`src/rtl/uart_tx_engine_pkg.sv`:
```
// Shared constants, state encoding and parity helper for the UART transmit path.
package uart_tx_engine_pkg;

    localparam int unsigned UART_DATA_WIDTH  = 8;
    localparam int unsigned UART_PARITY_NONE = 0;
    localparam int unsigned UART_PARITY_ODD  = 1;
    localparam int unsigned UART_PARITY_EVEN = 2;

    typedef enum logic [2:0] {
        UART_TX_IDLE,
        UART_TX_START,
        UART_TX_DATA,
        UART_TX_PARITY,
        UART_TX_STOP
    } tx_state_e;

    // Parity over the low `width` bits; ODD inverts the plain XOR.
    function automatic logic parity_bit(input logic [8:0] data,
                                        input int unsigned width,
                                        input int unsigned mode);
        logic [8:0] mask;
        logic       x;
        mask = 9'((10'd1 << width) - 10'd1);
        x    = ^(data & mask);
        return (mode == UART_PARITY_ODD) ? ~x : x;
    endfunction

endpackage

```
`src/rtl/uart_tx_engine_if.sv`:
```
// Byte request handshake between the register slave (master) and the TX engine (slave).
interface uart_tx_engine_if
    import uart_tx_engine_pkg::*;
#(
    parameter int unsigned P_DATA_WIDTH = UART_DATA_WIDTH
);
    logic                    valid;
    logic [P_DATA_WIDTH-1:0] data;
    logic                    ready;

    modport master (output valid, output data, input ready);
    modport slave  (input valid, input data, output ready);
endinterface

```
`src/rtl/uart_baud_gen.sv`:
```
// Baud tick generator: one-cycle registered pulse every P_DIV cycles after a clear.
module uart_baud_gen #(
    parameter int unsigned P_DIV = 8
) (
    input  logic i_clk,
    input  logic i_rst,
    input  logic i_clear,
    output logic o_tick
);
    localparam int unsigned   CW   = (P_DIV > 1) ? $clog2(P_DIV) : 1;
    localparam logic [CW-1:0] LAST = CW'(P_DIV - 1);
    localparam logic [CW-1:0] PRE  = CW'(P_DIV - 2);

    logic [CW-1:0] cnt;

    // Tick is registered one cycle ahead so it lines up with the counter wrap.
    always_ff @(posedge i_clk) begin
        if (i_rst || i_clear) begin
            cnt    <= '0;
            o_tick <= 1'b0;
        end else begin
            cnt    <= (cnt == LAST) ? '0 : cnt + CW'(1);
            o_tick <= (cnt == PRE);
        end
    end
endmodule

```
`src/rtl/uart_tx_engine.sv`:
```
// UART transmit engine: accepts one byte per armed valid and serialises start/data/parity/stop.
module uart_tx_engine
    import uart_tx_engine_pkg::*;
#(
    parameter int unsigned P_CLK_FREQ   = 50_000_000,
    parameter int unsigned P_BAUD_RATE  = 115_200,
    parameter int unsigned P_DATA_WIDTH = UART_DATA_WIDTH,
    parameter int unsigned P_PARITY     = UART_PARITY_NONE,
    parameter int unsigned P_STOP_BITS  = 1
) (
    input  logic            i_clk,
    input  logic            i_rst,
    uart_tx_engine_if.slave user,
    output logic            o_uart_tx,
    output logic            o_tx_done
);
    localparam int unsigned   DIV       = P_CLK_FREQ / P_BAUD_RATE;
    localparam int unsigned   BW        = $clog2(P_DATA_WIDTH + 1);
    localparam logic [BW-1:0] LAST_DATA = BW'(P_DATA_WIDTH - 1);
    localparam logic [BW-1:0] LAST_STOP = BW'(P_STOP_BITS - 1);

    tx_state_e               state;
    logic                    armed;
    logic                    tick;
    logic                    accept;
    logic                    parity;
    logic                    frame_end;
    logic [P_DATA_WIDTH-1:0] shreg;
    logic [BW-1:0]           bit_idx;

    // State guard keeps the stale registered ready from re-accepting mid-frame.
    assign accept = user.valid && user.ready && (state == UART_TX_IDLE);

    uart_baud_gen #(.P_DIV(DIV)) u_baud (
        .i_clk   (i_clk),
        .i_rst   (i_rst),
        .i_clear (accept),
        .o_tick  (tick)
    );

    always_ff @(posedge i_clk) begin
        if (i_rst) begin
            state      <= UART_TX_IDLE;
            armed      <= 1'b0;
            shreg      <= '0;
            bit_idx    <= '0;
            parity     <= 1'b0;
            frame_end  <= 1'b0;
            o_uart_tx  <= 1'b1;
            o_tx_done  <= 1'b0;
            user.ready <= 1'b0;
        end else begin
            frame_end <= 1'b0;
            if (!user.valid) begin
                armed <= 1'b1;
            end else if (accept) begin
                armed <= 1'b0;
            end

            case (state)
                UART_TX_IDLE: if (accept) begin
                    shreg   <= user.data;
                    parity  <= parity_bit(9'(user.data), P_DATA_WIDTH, P_PARITY);
                    bit_idx <= '0;
                    state   <= UART_TX_START;
                end
                UART_TX_START: if (tick) state <= UART_TX_DATA;
                UART_TX_DATA: if (tick) begin
                    shreg <= shreg >> 1;
                    if (bit_idx == LAST_DATA) begin
                        bit_idx <= '0;
                        state   <= (P_PARITY != UART_PARITY_NONE) ? UART_TX_PARITY : UART_TX_STOP;
                    end else begin
                        bit_idx <= bit_idx + BW'(1);
                    end
                end
                UART_TX_PARITY: if (tick) state <= UART_TX_STOP;
                UART_TX_STOP: if (tick) begin
                    if (bit_idx == LAST_STOP) begin
                        bit_idx   <= '0;
                        state     <= UART_TX_IDLE;
                        frame_end <= 1'b1;
                    end else begin
                        bit_idx <= bit_idx + BW'(1);
                    end
                end
                default: state <= UART_TX_IDLE;
            endcase

            // Outputs follow the state register by one edge.
            o_tx_done  <= frame_end;
            user.ready <= (state == UART_TX_IDLE) && armed;
            case (state)
                UART_TX_START:  o_uart_tx <= 1'b0;
                UART_TX_DATA:   o_uart_tx <= shreg[0];
                UART_TX_PARITY: o_uart_tx <= parity;
                default:        o_uart_tx <= 1'b1;
            endcase
        end
    end
endmodule

```
`src/flat_wrapper.sv`:
```
// flat-port wrapper written by rule: the top's interface ports become plain ports
module uart_tx_engine_flat import uart_tx_engine_pkg::*;
#(
    parameter int unsigned P_CLK_FREQ   = 50_000_000,
    parameter int unsigned P_BAUD_RATE  = 115_200,
    parameter int unsigned P_DATA_WIDTH = UART_DATA_WIDTH,
    parameter int unsigned P_PARITY     = UART_PARITY_NONE,
    parameter int unsigned P_STOP_BITS  = 1
)
  (i_clk, i_rst, o_uart_tx, o_tx_done, user_valid, user_data, user_ready);
  uart_tx_engine_if #(.P_DATA_WIDTH(P_DATA_WIDTH)) user_i ();
  input  logic i_clk;
  input  logic i_rst;
  output logic o_uart_tx;
  output logic o_tx_done;
  input wire logic [$bits(user_i.valid)-1:0] user_valid;
  input wire logic [$bits(user_i.data)-1:0] user_data;
  output wire logic [$bits(user_i.ready)-1:0] user_ready;
  assign user_i.valid = user_valid;
  assign user_i.data = user_data;
  assign user_ready = user_i.ready;
  uart_tx_engine #(.P_CLK_FREQ(P_CLK_FREQ), .P_BAUD_RATE(P_BAUD_RATE), .P_DATA_WIDTH(P_DATA_WIDTH), .P_PARITY(P_PARITY), .P_STOP_BITS(P_STOP_BITS)) u_core (.i_clk(i_clk), .i_rst(i_rst), .user(user_i), .o_uart_tx(o_uart_tx), .o_tx_done(o_tx_done));
endmodule
```
`config.mk`:
```
export PLATFORM = sky130hd
export DESIGN_NAME = uart_tx_engine_flat
export DESIGN_NICKNAME = d
export VERILOG_FILES = /design/src/rtl/uart_tx_engine_pkg.sv /design/src/rtl/uart_tx_engine_if.sv /design/src/rtl/uart_baud_gen.sv /design/src/rtl/uart_tx_engine.sv /design/src/flat_wrapper.sv
export SDC_FILE = /design/constraint.sdc
export NUM_CORES = 1
export LEC_CHECK = 0
export CAP_MARGIN = 40
export CORE_MARGIN = 1.5
export CORE_UTILIZATION = 56
export DETAILED_ROUTE_END_ITERATION = 10
export GPL_TIMING_DRIVEN = 1
export PLACE_DENSITY = 0.74
export REMOVE_ABC_BUFFERS = 1
export SETUP_SLACK_MARGIN = 0.15
export SLEW_MARGIN = 20
export SYNTH_ARGS = -nofsm -noshare
export SYNTH_HDL_FRONTEND = slang
export SYNTH_HIERARCHICAL = 1
export SYNTH_SLANG_ARGS = --single-unit
export TNS_END_PERCENT = 1
```
`constraint.sdc`:
```
create_clock -name i_clk -period 1.9 [get_ports i_clk]
set_input_delay 0.475 -clock i_clk [delete_from_list [all_inputs] [get_ports i_clk]]
set_output_delay 0.475 -clock i_clk [all_outputs]
set_load 0.02 [all_outputs]
```
# After elaboration in Yosys (flattened, before gate mapping)
# Cells that the tools add are included.
# op_classes
addsub	2
eq_ne	15
muxes	21
n_bitwise	2
n_reduce_logical	15
# op_table
operator	n
$mux W3	7
$mux W4	5
$eq A9 B9 Y1 const B	2
$mux W8	2
$pmux W8 S2	1
$pmux W3 S5	1
$pmux W4 S3	1
$ne A2 B2 Y1 const B	5
$add A9 B1 Y9 const B	1
$reduce_xor A9 Y1	1
$reduce_and A7 Y1	1
$eq A3 B2 Y1 const B	2
$ne A2 B1 Y1 const B	3
$add A4 B1 Y4 const B	1
$eq A4 B3 Y1 const B	1
$logic_not A4 Y1	1
$reduce_and A4 Y1	1
$eq A3 B1 Y1 const B	1
$eq A3 B3 Y1 const B	1
$logic_and A1 B1 Y1	3
$logic_not A3 Y1	1
$mux W1	3
$pmux W1 S3	1
$reduce_and A3 Y1	1
7 further kinds	8
# totals
register_bits	31
input_bits	11
elab_cells	66

# Logic depth before layout (Yosys ltp)
# Gate-level depths: netlist of run 1.
# depth
ltp_word	4
depth_mapped	7
ltp_nobuf	6

# Cells and area by module
# Netlist of run 1, hierarchy kept.
# modules_own_cells
module	instances	cells_each	area_per_inst_um2	seq_area_each_um2
uart_tx_engine	1	123	1183.6	420.4
uart_baud_gen	1	48	435.4	200.2

# Worst setup path before layout of run 1
# OpenSTA, ideal clock, no wires.
# synth_timing
path_kind	register -> register
startpoint	reg u_core.bit_idx[0]
endpoint	reg u_core.state[0]
setup_time_ps	133
arrival_time_ps	1385
path_slack_ps	383
stages_incl_launch_ff	7
n_path_buf	0
path_cell_list	dfxtp_1 -> inv_1 -> ha_1 -> or3b_4 -> a32o_2 -> o21ai_0 -> a21oi_1
# synth_between
elab_chain_len	3
elab_cells_between_ends	5
cone_classes	3 x eq/ne; 2 x reduce/logical
# synth_lines
item	line	rtl
start: declaration	uart_tx_engine.sv:29	logic [BW-1:0] bit_idx;
start signal: assignment	uart_tx_engine.sv:74	bit_idx <= bit_idx + BW'(1);
start signal: assignment	uart_tx_engine.sv:84	bit_idx <= bit_idx + BW'(1);
$eq A4 B3 Y1 / $logic_not A4 Y1 (equally long branches)	uart_tx_engine.sv:70, uart_tx_engine.sv:79	
$ne A2 B1 Y1 (no source line)	--	
$reduce_and A7 Y1 (no source line) (*)	--	
end signal: assignment	uart_tx_engine.sv:72	state <= (P_PARITY != UART_PARITY_NONE) ? UART_TX_PARITY : UART_TX_STOP;
end: declaration	uart_tx_engine.sv:22	tx_state_e state;
# Every way passes the cells marked *; elsewhere a longest branch is shown, timed or not.
# A chain may end at the register's enable or synchronous reset.

# Worst setup path in the final report of run 1
# layout_timing
startpoint	reg u_core.o_tx_done
endpoint	out o_tx_done
# layout_rtl
item	line	rtl
start: declaration	uart_tx_engine.sv:15	output logic o_tx_done
start signal: assignment	uart_tx_engine.sv:91	o_tx_done <= frame_end;
end: declaration	flat_wrapper.sv:15	output logic o_tx_done;
# No word-level cell between the ends.

==> flow_summary.ini, run 1 <==
[drt]
ant_nets = 0
drt_iter0_markers = 72
via_per_inst = 5.65
wl_per_cell_um = 13.8
drt_wl_total_um = 3090
vias = 1261
dr.pass1.iters = 4
drc = 0

[worst_setup_path]
crit_path_top_delay_cell = clkdlybuf4s50_1
crit_family = buffers and inverters
arrival_ps = 1220
path_class = flip-flop to primary output
critPathLaunchType = flip-flop
r2r_end = u_core/bit_idx[2]$_SDFFE_PP0P_
rrSetupSlack_ps = 270
r2r-start = u_core/state[2]$_SDFFE_PP0P_
cp_cell_sequence = clkdlybuf4s50_1
r2r_cells = 5
path_buf_inv = 1
path_max_fanout = 1
cpPeakStageDelay_ps = 590
critPathCaptureType = primary output
required_ps = 1420

[place]
gp_congestion = 0.766
dp.cells = 215
io_buffers = 13
placed_cell_area_sq_mm = 0.00177
place_hpwl_um = 2250

[yosys]
syn_area_per_cell_sq_um = 9.47
synth_edf_count = 0
synth_fa_ha_area_frac = 0.0386
syn_inst = 171
synthMuxAreaShare = 0.0433
synth_top_family_by_area = simple AND/OR/NAND/NOR gates
yosys.area_share.simple = 0.223
ys_seq_area_frac = 0.383
netlist_area_sq_mm = 0.00162
postSynth.asyncResetShare = 0
yosysUniqueCellTypes = 49
synth_compound_area_frac = 0.178
yosysWarnings = 6
synth_ff_type = dfxtp_1
synth-seq-cells = 31
synth_xor_area_frac = 0.0649

[sta]
setup_viol_count_final = 0
fin_crit_ps = 1690
hold_slack_ps = 483
fin_worst_skew_ps = 16.8
rsz0062_at_grt = true
hold_viol = 0
drv_slew = 0
worst_pin_slew_ps = 384
relSlewSlack = 0.744
fin_crit_sh = 0.892
fmax_ghz = 0.590

[grt]
grt_pass1_wl_um = 5440
gr-total-overflow = 0
antenna_found_initial = 0
grt.total_usage = 0.216
grt_pass1_vias = 1242
grt_max_degree = 16

[clock_tree]
clk_pin_slew_ps = 90
cts_made_buffers = 5
root_buffer = clkbuf_4
insertion_delay_ps = 330
clock-sinks = 31
cts_tree = done
h-tree-depth = 2
clockBufferDepth = 2

[outcome]
status = finished, final reports clean

[final_layout]
fin_cells = 223
nFillCells = 238
num_antenna_cells = 0
ff_latch_area_sq_um = 621
syn2layout_area_growth_pct = 13.6
layout_common_cells = dfxtp_1 (31), nor2_1 (19), clkdlybuf4s50_1 (11), inv_1 (9)
final_area_sq_mm = 0.00184
layout_commonest_cell = dfxtp_1
utilization = 0.667
nets = 207
drive_gt1_frac = 0.161
multi_input_area_sq_um = 886

[power]
p_per_area_mw_per_mm2 = 678
p_leak_uw = 0.000672
max-vdd-ir-drop_uv = 600
finalPower_uw = 1250

[die]
die_w_um = 56.8
initial_core_util = 0.587
die_h_um = 56.8
io-pin-count = 14
rows = 19
core_sq_mm = 0.00276
die-area_sq_mm = 0.00322

[flow_run]
maxCapViolations = 0

[hold_path]
hp-start = u_core/u_baud/cnt[8]$_SDFF_PP0_
hold_path_end = u_core/u_baud/cnt[8]$_SDFF_PP0_
min_path_type = flip-flop to flip-flop
hold_depth = 2
power breakdown:
part           switching, uW  internal [uW]
Sequential              13.4            667
Clock                    215            218
Combinational           63.5           70.4
worst max path at each step:
stage	start	endpoint	slack, ps	cells past startpoint
floorplan	u_core/state[1]$_SDFFE_PP0P_	u_core/shreg[0]$_SDFFE_PP0P_	360	4
global placement	user_valid	u_core/u_baud/cnt[4]$_SDFF_PP0_	50	6
detailed placement	user_valid	u_core/u_baud/cnt[2]$_SDFF_PP0_	-20	6
CTS	u_core/o_uart_tx$_SDFF_PP1_	o_uart_tx	160	1
global route	u_core/bit_idx[0]$_SDFFE_PP0P_	u_core/state[2]$_SDFFE_PP0P_	130	6
finish	u_core/o_tx_done$_SDFF_PP0_	o_tx_done	210	1
sequential cells by signal, summed over array words and instances (netlist names):
name,cells
u_core/frame_end,1
u_core/u_baud/cnt,9
u_core/user.ready,1
u_core/o_tx_done,1
u_core/parity,1
u_core/u_baud/o_tick,1
u_core/o_uart_tx,1
u_core/bit_idx,4
u_core/armed,1
u_core/state,3
u_core/shreg,8
final cells by class:
| type | count | share of cell area |
|---|---|---|
| Sequential cell | 31 | 0.337 |
| Inverter | 9 | 0.0184 |
| Clock buffer | 8 | 0.0374 |
| Tap cell | 31 | 0.0211 |
| Multi-Input combinational cell | 123 | 0.482 |
| Timing Repair Buffer | 21 | 0.104 |
timing repair:
action / CTS / global route
hold buffers: 0 / 0
endpoints found under the hold margin: 0 / 0
resized for setup: 1 / 1
buffers inserted: 0 / 0
setup endpoints to repair: 1 / 2
layer usage:
layer | track usage | up-vias | part of all wire
met4 | 0.120 | 0 | 0.012
met3 | 0.0507 | 5 | 0.036
met5 | 0 | - | 0
met2 | 0.347 | 23 | 0.49
met1 | 0.265 | 579 | 0.46
li1 | - | 654 | -
cell usage after synthesis, types with 2 or more instances:
master / number / area share
mux2i_1: 7 / 0.043
xnor2_1: 8 / 0.043
nor4b_1: 2 / 0.011
nand4_1: 4 / 0.015
buf_6: 5 / 0.035
inv_1: 9 / 0.021
and3_1: 2 / 0.0077
o21ai_0: 7 / 0.022
dfxtp_1: 31 / 0.38
or3_1: 3 / 0.012
nand3_1: 3 / 0.0093
nor2_1: 19 / 0.044
nand2_1: 6 / 0.014
o211ai_1: 3 / 0.014
a21oi_1: 8 / 0.025
nor4_1: 2 / 0.0077
ha_1: 5 / 0.039
nor3_1: 2 / 0.0062
xor2_1: 4 / 0.022
nor2b_1: 3 / 0.012
a211oi_1: 8 / 0.037
o21ai_1: 3 / 0.0093
metrics by stage:
| stage | setup slack, ps | TNS, ps |
|---|---|---|
| after floorplan | 364 | 0 |
| after global placement | 48.3 | 0 |
| after detailed placement | -17.6 | -26.3 |
| after CTS | 161 | 0 |
| after global routing | 131 | 0 |
| final | 206 | 0 |
kinds of logic (layout without fill, tap and decap cells):
group,Yosys count,count (layout)
and+or+nand+nor,60,60
AOI/OAI and AO/OA,39,39
DFF,31,31
buffers and inverters,17,38
xor gates and xnor gates,12,12
muxes,7,7
adders and majority gates,5,5
Note: power is estimated with default switching activity, not from simulation.
==> inputs of run 2 (changes only) <==
--- a/config.mk
+++ b/config.mk
@@ -10,6 +10,7 @@
 export CORE_UTILIZATION = 56
 export DETAILED_ROUTE_END_ITERATION = 10
 export GPL_TIMING_DRIVEN = 1
+export HOLD_SLACK_MARGIN = 0.08
 export PLACE_DENSITY = 0.74
 export REMOVE_ABC_BUFFERS = 1
 export SETUP_SLACK_MARGIN = 0.15
@@ -18,4 +19,3 @@
 export SYNTH_HDL_FRONTEND = slang
 export SYNTH_HIERARCHICAL = 1
 export SYNTH_SLANG_ARGS = --single-unit
-export TNS_END_PERCENT = 1
==> run 2 against run 1 <==
Net effect:
- design area rose by 0.41%
- die area did not move
- highest routed layer unchanged
- utilization rose by 0.27 points
- via count rose by 1.2%
- first-iteration DRC count fell by 18%
- combinational power barely moved
- clock power barely moved
- total power barely moved
- register-to-register slack barely moved
- global-route usage did not move
- wire length rose by 0.97%
- critical path depth did not move
- critical endpoint unchanged
==> flow_summary.ini, run 2 (same netlist as run 1, synthesis figures left out) <==
[worst_setup_path]
arrival_ps = 1220
cp-startpoint = u_core/o_tx_done$_SDFF_PP0_
crit_path_top_delay_cell = clkdlybuf4s50_1
required_ps = 1420
worst-path-stages = 1
path_class = flip-flop to primary output
rrSetupSlack_ps = 270
cp_cell_sequence = clkdlybuf4s50_1
cpPeakStageDelay_ps = 590
r2r-start = u_core/bit_idx[0]$_SDFFE_PP0P_
r2r_cells = 6
path_buf_inv = 1
path_max_fanout = 1
critPathLaunchType = flip-flop
critPathCaptureType = primary output
r2r_end = u_core/bit_idx[2]$_SDFFE_PP0P_
crit_family = buffers and inverters
endpoint = o_tx_done

[final_layout]
top_regs = u_core/u_baud/cnt: 9 flops, u_core/shreg: 8 flops, u_core/bit_idx: 4 flops
largest_register_ffs = 9
syn2layout_area_growth_pct = 14.1
utilization = 0.670
num_antenna_cells = 0
largest-register = u_core/u_baud/cnt
layout_common_cells = dfxtp_1 (31), nor2_1 (19), clkdlybuf4s50_1 (11), inv_1 (9)
drive_gt1_frac = 0.167
final_area_sq_mm = 0.00185
layout_commonest_cell = dfxtp_1
nets = 207

[power]
combinationalPowerShare = 0.107
p_int_uw = 955
seqPwrFrac = 0.545
p_leak_uw = 0.000673
max-vdd-ir-drop_uv = 600
clkPwrFrac = 0.347
swShare = 0.234
p_switching_uw = 293
finalPower_uw = 1250
p_per_area_mw_per_mm2 = 676

[sta]
worst_pin_slew_ps = 394
fin_crit_sh = 0.893
relSlewSlack = 0.737
drv_slew = 0
fin_worst_skew_ps = 15.7
final.setup.worst_slack_ps = 204
setup_viol_count_final = 0
fmax_ghz = 0.589
rsz0062_at_grt = false
hold_viol = 0
fin_crit_ps = 1700

[die]
die-area_sq_mm = 0.00322
io-pin-count = 14
core_sq_mm = 0.00276
die_w_um = 56.8
rows = 19
die_h_um = 56.8
initial_core_util = 0.587

[drt]
vias = 1276
drc = 0
via_per_inst = 5.72
drt_iter0_markers = 59
drt_wl_total_um = 3120
ant_nets = 0
wl_per_cell_um = 14.0
dr.pass1.iters = 4

[grt]
grt.total_usage = 0.216
grt_pass1_vias = 1242
gr-total-overflow = 0
grt_pass1_wl_um = 5440
antenna_found_initial = 0
grt_max_degree = 16

[clock_tree]
cts_setup_buffers = 0
clk_pin_slew_ps = 100
cts_made_buffers = 5
h-tree-depth = 2
cts_tree = done
insertion_delay_ps = 330
clockBufferDepth = 2
root_buffer = clkbuf_4
hold_buffers = 0
clock-sinks = 31

[place]
placed_cell_area_sq_mm = 0.00177
io_buffers = 13
post-place-ws_ps = -17.6
place_hpwl_um = 2250
gp_congestion = 0.766

[flow_run]
maxCapViolations = 0

[hold_path]
min_path_type = flip-flop to flip-flop

[outcome]
status = finished, final reports clean
==> run 2: cell count changes in the layout (fill, tap and decap cells not counted) <==
cell / previous run / this run
a32oi_1: 1 / 0
a32oi_2: 1 / 2
==> run 2: timing repair <==
item,CTS,global route
endpoints found under the hold margin,0,0
cloned,0,0
setup endpoints to repair,1,2
gates resized for setup,1,2
pin swaps,0,0
==> run 2: routing by layer <==
layer / vias to the layer above / routed length [um] / share of wire / global-route usage
li1: 652 / - / - / -
met1: 599 / 1470 / 0.47 / 0.265
met2: 18 / 1510 / 0.48 / 0.347
met3: 7 / 85 / 0.027 / 0.0507
met4: 0 / 54 / 0.017 / 0.120
met5: - / 0 / 0 / 0
==> run 2: metrics by stage <==
| stage | TNS, ps | hold slack (ps) | cells |
|---|---|---|---|
| 2_1_floorplan | 0 | 414 | 163 |
| 3_3_place_gp | 0 | 428 | 215 |
| 3_5_place_dp | -26.3 | 432 | 215 |
| 4_1_cts | 0 | 477 | 223 |
| 5_1_grt | 0 | 511 | 223 |
| 6_report | 0 | 481 | 223 |
==> run 2: power by group through the flow <==
stage | logic (uW) | clock network [uW] | registers (uW)
final | 134 | 433 | 681
after global routing | 150 | 478 | 683
after detailed placement | 135 | 0 | 696
after global placement | 132 | 0 | 694
after floorplan | 77.4 | 0 | 695
after CTS | 135 | 443 | 681
==> run 2: worst min path at each step <==
stage	end	slack (ps)	cells past startpoint	from
after floorplan	u_core/o_tx_done$_SDFF_PP0_	410	1	u_core/frame_end$_SDFF_PP0_
after global placement	u_core/o_tx_done$_SDFF_PP0_	430	1	u_core/frame_end$_SDFF_PP0_
after detailed placement	u_core/o_tx_done$_SDFF_PP0_	430	1	u_core/frame_end$_SDFF_PP0_
after CTS	u_core/o_tx_done$_SDFF_PP0_	480	1	u_core/frame_end$_SDFF_PP0_
after global routing	u_core/u_baud/cnt[0]$_SDFF_PP0_	510	1	u_core/u_baud/cnt[0]$_SDFF_PP0_
final	u_core/o_tx_done$_SDFF_PP0_	480	1	u_core/frame_end$_SDFF_PP0_
==> run 2: final cells by class <==
type                    count  area (sq um)
well taps                  31          38.8
clock buffers               8          68.8
fillers                   236           911
flip-flops and latches     31           621
repair buffers             21           191
inverters                   9          33.8
multi-input cells         123           893
==> inputs of run 3 (changes only) <==
--- a/config.mk
+++ b/config.mk
@@ -17,5 +17,4 @@
 export SLEW_MARGIN = 20
 export SYNTH_ARGS = -nofsm -noshare
 export SYNTH_HDL_FRONTEND = slang
-export SYNTH_HIERARCHICAL = 1
 export SYNTH_SLANG_ARGS = --single-unit
==> run 3 against run 2 <==
Net effect:
- clock power increased by 11%
- die area decreased by 3.0%
- register-to-register slack improved by 20 ps
- critical path type is now input pin to flip-flop
- largest cell class unchanged
- largest power group unchanged
==> flow_summary.ini, run 3 <==
[sta]
setup_viol_count_final = 0
rsz0062_at_grt = false
relSlewSlack = 0.733
hold_slack_ps = 448
drv_slew = 0
worst_pin_slew_ps = 401
fin_worst_skew_ps = 10.3
tns_ps = 0
hold_viol = 0
fin_crit_sh = 0.875
fin_crit_ps = 1660
final.setup.worst_slack_ps = 238
fmax_ghz = 0.602

[die]
rows = 19
core_sq_mm = 0.00271
initial_core_util = 0.578
die-area_sq_mm = 0.00313
die_w_um = 55.9
die_h_um = 55.9
io-pin-count = 14

[yosys]
postSynth.asyncResetShare = 0
synth_ff_type = dfxtp_1
yosysTopAreaCell = dfxtp_1
synth_edf_count = 0
syn_area_per_cell_sq_um = 8.81
synthTopCellsByArea = dfxtp_1 (40%), nor2_1 (6.0%), xnor2_1 (5.6%)
syn_inst = 178
yosysUniqueCellTypes = 44
yosys.area.top_type_share = 0.396
synth_commonest_cells = dfxtp_1 (31), nor2_1 (25), nand2_1 (20)
yosysWarnings = 0
synth_most_common_cell = dfxtp_1
netlist_area_sq_mm = 0.00157
ys_seq_area_frac = 0.396
synth-seq-cells = 31

[clock_tree]
clock-sinks = 31
cts_setup_buffers = 0
hold_buffers = 0
h-tree-depth = 2
insertion_delay_ps = 320
cts_made_buffers = 5
clk_pin_slew_ps = 90
cts_tree = done
clockBufferDepth = 2
root_buffer = clkbuf_4

[worst_setup_path]
path_class = input pin to flip-flop
r2r-start = u_core.state[2]$_SDFFE_PP0P_
path_max_fanout = 3
arrival_ps = 1880
critPathCaptureType = flip-flop
cp-startpoint = user_valid
critPathLaunchType = input pin
required_ps = 2120

[final_layout]
nets = 216
layout_commonest_cell = dfxtp_1
syn2layout_area_growth_pct = 17.9
fin_cells = 231
layout_common_cells = dfxtp_1 (29), nor2_1 (25), nand2_1 (20), buf_4 (11)
utilization = 0.682
largest-register = u_core.u_baud.cnt
largest_register_ffs = 9
num_antenna_cells = 0
drive_gt1_frac = 0.150
top_regs = u_core.u_baud.cnt: 9 flops, u_core.shreg: 8 flops, u_core.bit_idx: 4 flops

[place]
post-place-ws_ps = -110
place_hpwl_um = 2380
gp_congestion = 0.790
dp.cells = 224
io_buffers = 13

[grt]
grt_pass1_wl_um = 5400
antenna_found_initial = 0
grt_max_degree = 17
grt.total_usage = 0.219
gr-total-overflow = 0
grt_pass1_vias = 1274

[drt]
dr_wl_met3_um = 143
dr.pass1.iters = 4
via_per_inst = 5.70
vias = 1317
drt_wl_total_um = 3170
wl_met1_um = 1450
ant_nets = 0
wl_per_cell_um = 13.7
drc = 0
drt_iter0_markers = 76
dr.max_layer_used = met4
dr_wl_met2_um = 1540

[hold_path]
min_path_type = flip-flop to flip-flop
hp-start = u_core.armed$_SDFFE_PP0P_

[power]
p_per_area_mw_per_mm2 = 706
p_leak_uw = 0.000715
max-vdd-ir-drop_uv = 611

[outcome]
status = finished, final reports clean

[flow_run]
maxCapViolations = 0
run 3: cell types whose count changed in the layout (fill, tap and decap cells not counted), moves of 5 or more:
cell,before,now
nor2_1,19,25
nand2_1,6,20
nor3_1,2,7
mux2i_1,7,1
a211oi_1,8,2
a311oi_1,0,5
run 3: repair_timing:
action,4_1_cts,5_1_grt
pin swaps,0,0
endpoints found under the setup margin,2,9
gates resized for setup,2,4
run 3: path summary, 6_finish.rpt:
path	endpoint	slack, ps	cells after the start
worst min register to register	u_core.user.ready$_SDFF_PP0_	450	2
worst min-delay path	u_core.user.ready$_SDFF_PP0_	450	2
worst max-delay path	u_core.bit_idx[2]$_SDFFE_PP0P_	240	5
worst max register to register	u_core.bit_idx[3]$_SDFFE_PP0P_	290	4
run 3: cell type report:
cell class,count,area [sq um]
clock buffer,6,41.3
clock inverter,1,30.0
fill,235,862
inverter,9,33.8
multi-input combinational,129,865
sequential,31,623
tap,31,38.8
timing repair buffer,24,216
run 3: power by group:
group	internal, uW	switching, uW
sequential	668	15.8
combinational	72.3	68.1
clock	271	210
total	1010	294
run 3: through the flow:
stage | instance area, sq um | total power (uW)
floorplan | 1510 | 774
global placement | 1760 | 834
detailed placement | 1760 | 841
CTS | 1840 | 1320
global route | 1850 | 1370
finish | 1850 | 1310
run 3: worst max-delay path, cell delays in order:
cell and delay, ps:
clkdlybuf4s50_1 500, nand3b_1 120, a2bb2oi_1 160, or4_1 480, o2111a_1 150
run 3: layer usage:
metal | GRT usage | vias to the layer above
met5 | 0 | -
met4 | 0.0782 | 0
met1 | 0.270 | 618
li1 | - | 672
met2 | 0.359 | 22
met3 | 0.0698 | 5
run 3: logic make-up after synthesis:
family          after synthesis  share of synthesized area
compound gates               30                      0.168
mux                           1                    0.00638
simple gates                 78                      0.249
buf+inv                      18                     0.0567
fa+ha+maj                     5                     0.0399
xor+xnor                     15                     0.0838
flops                        31                      0.396
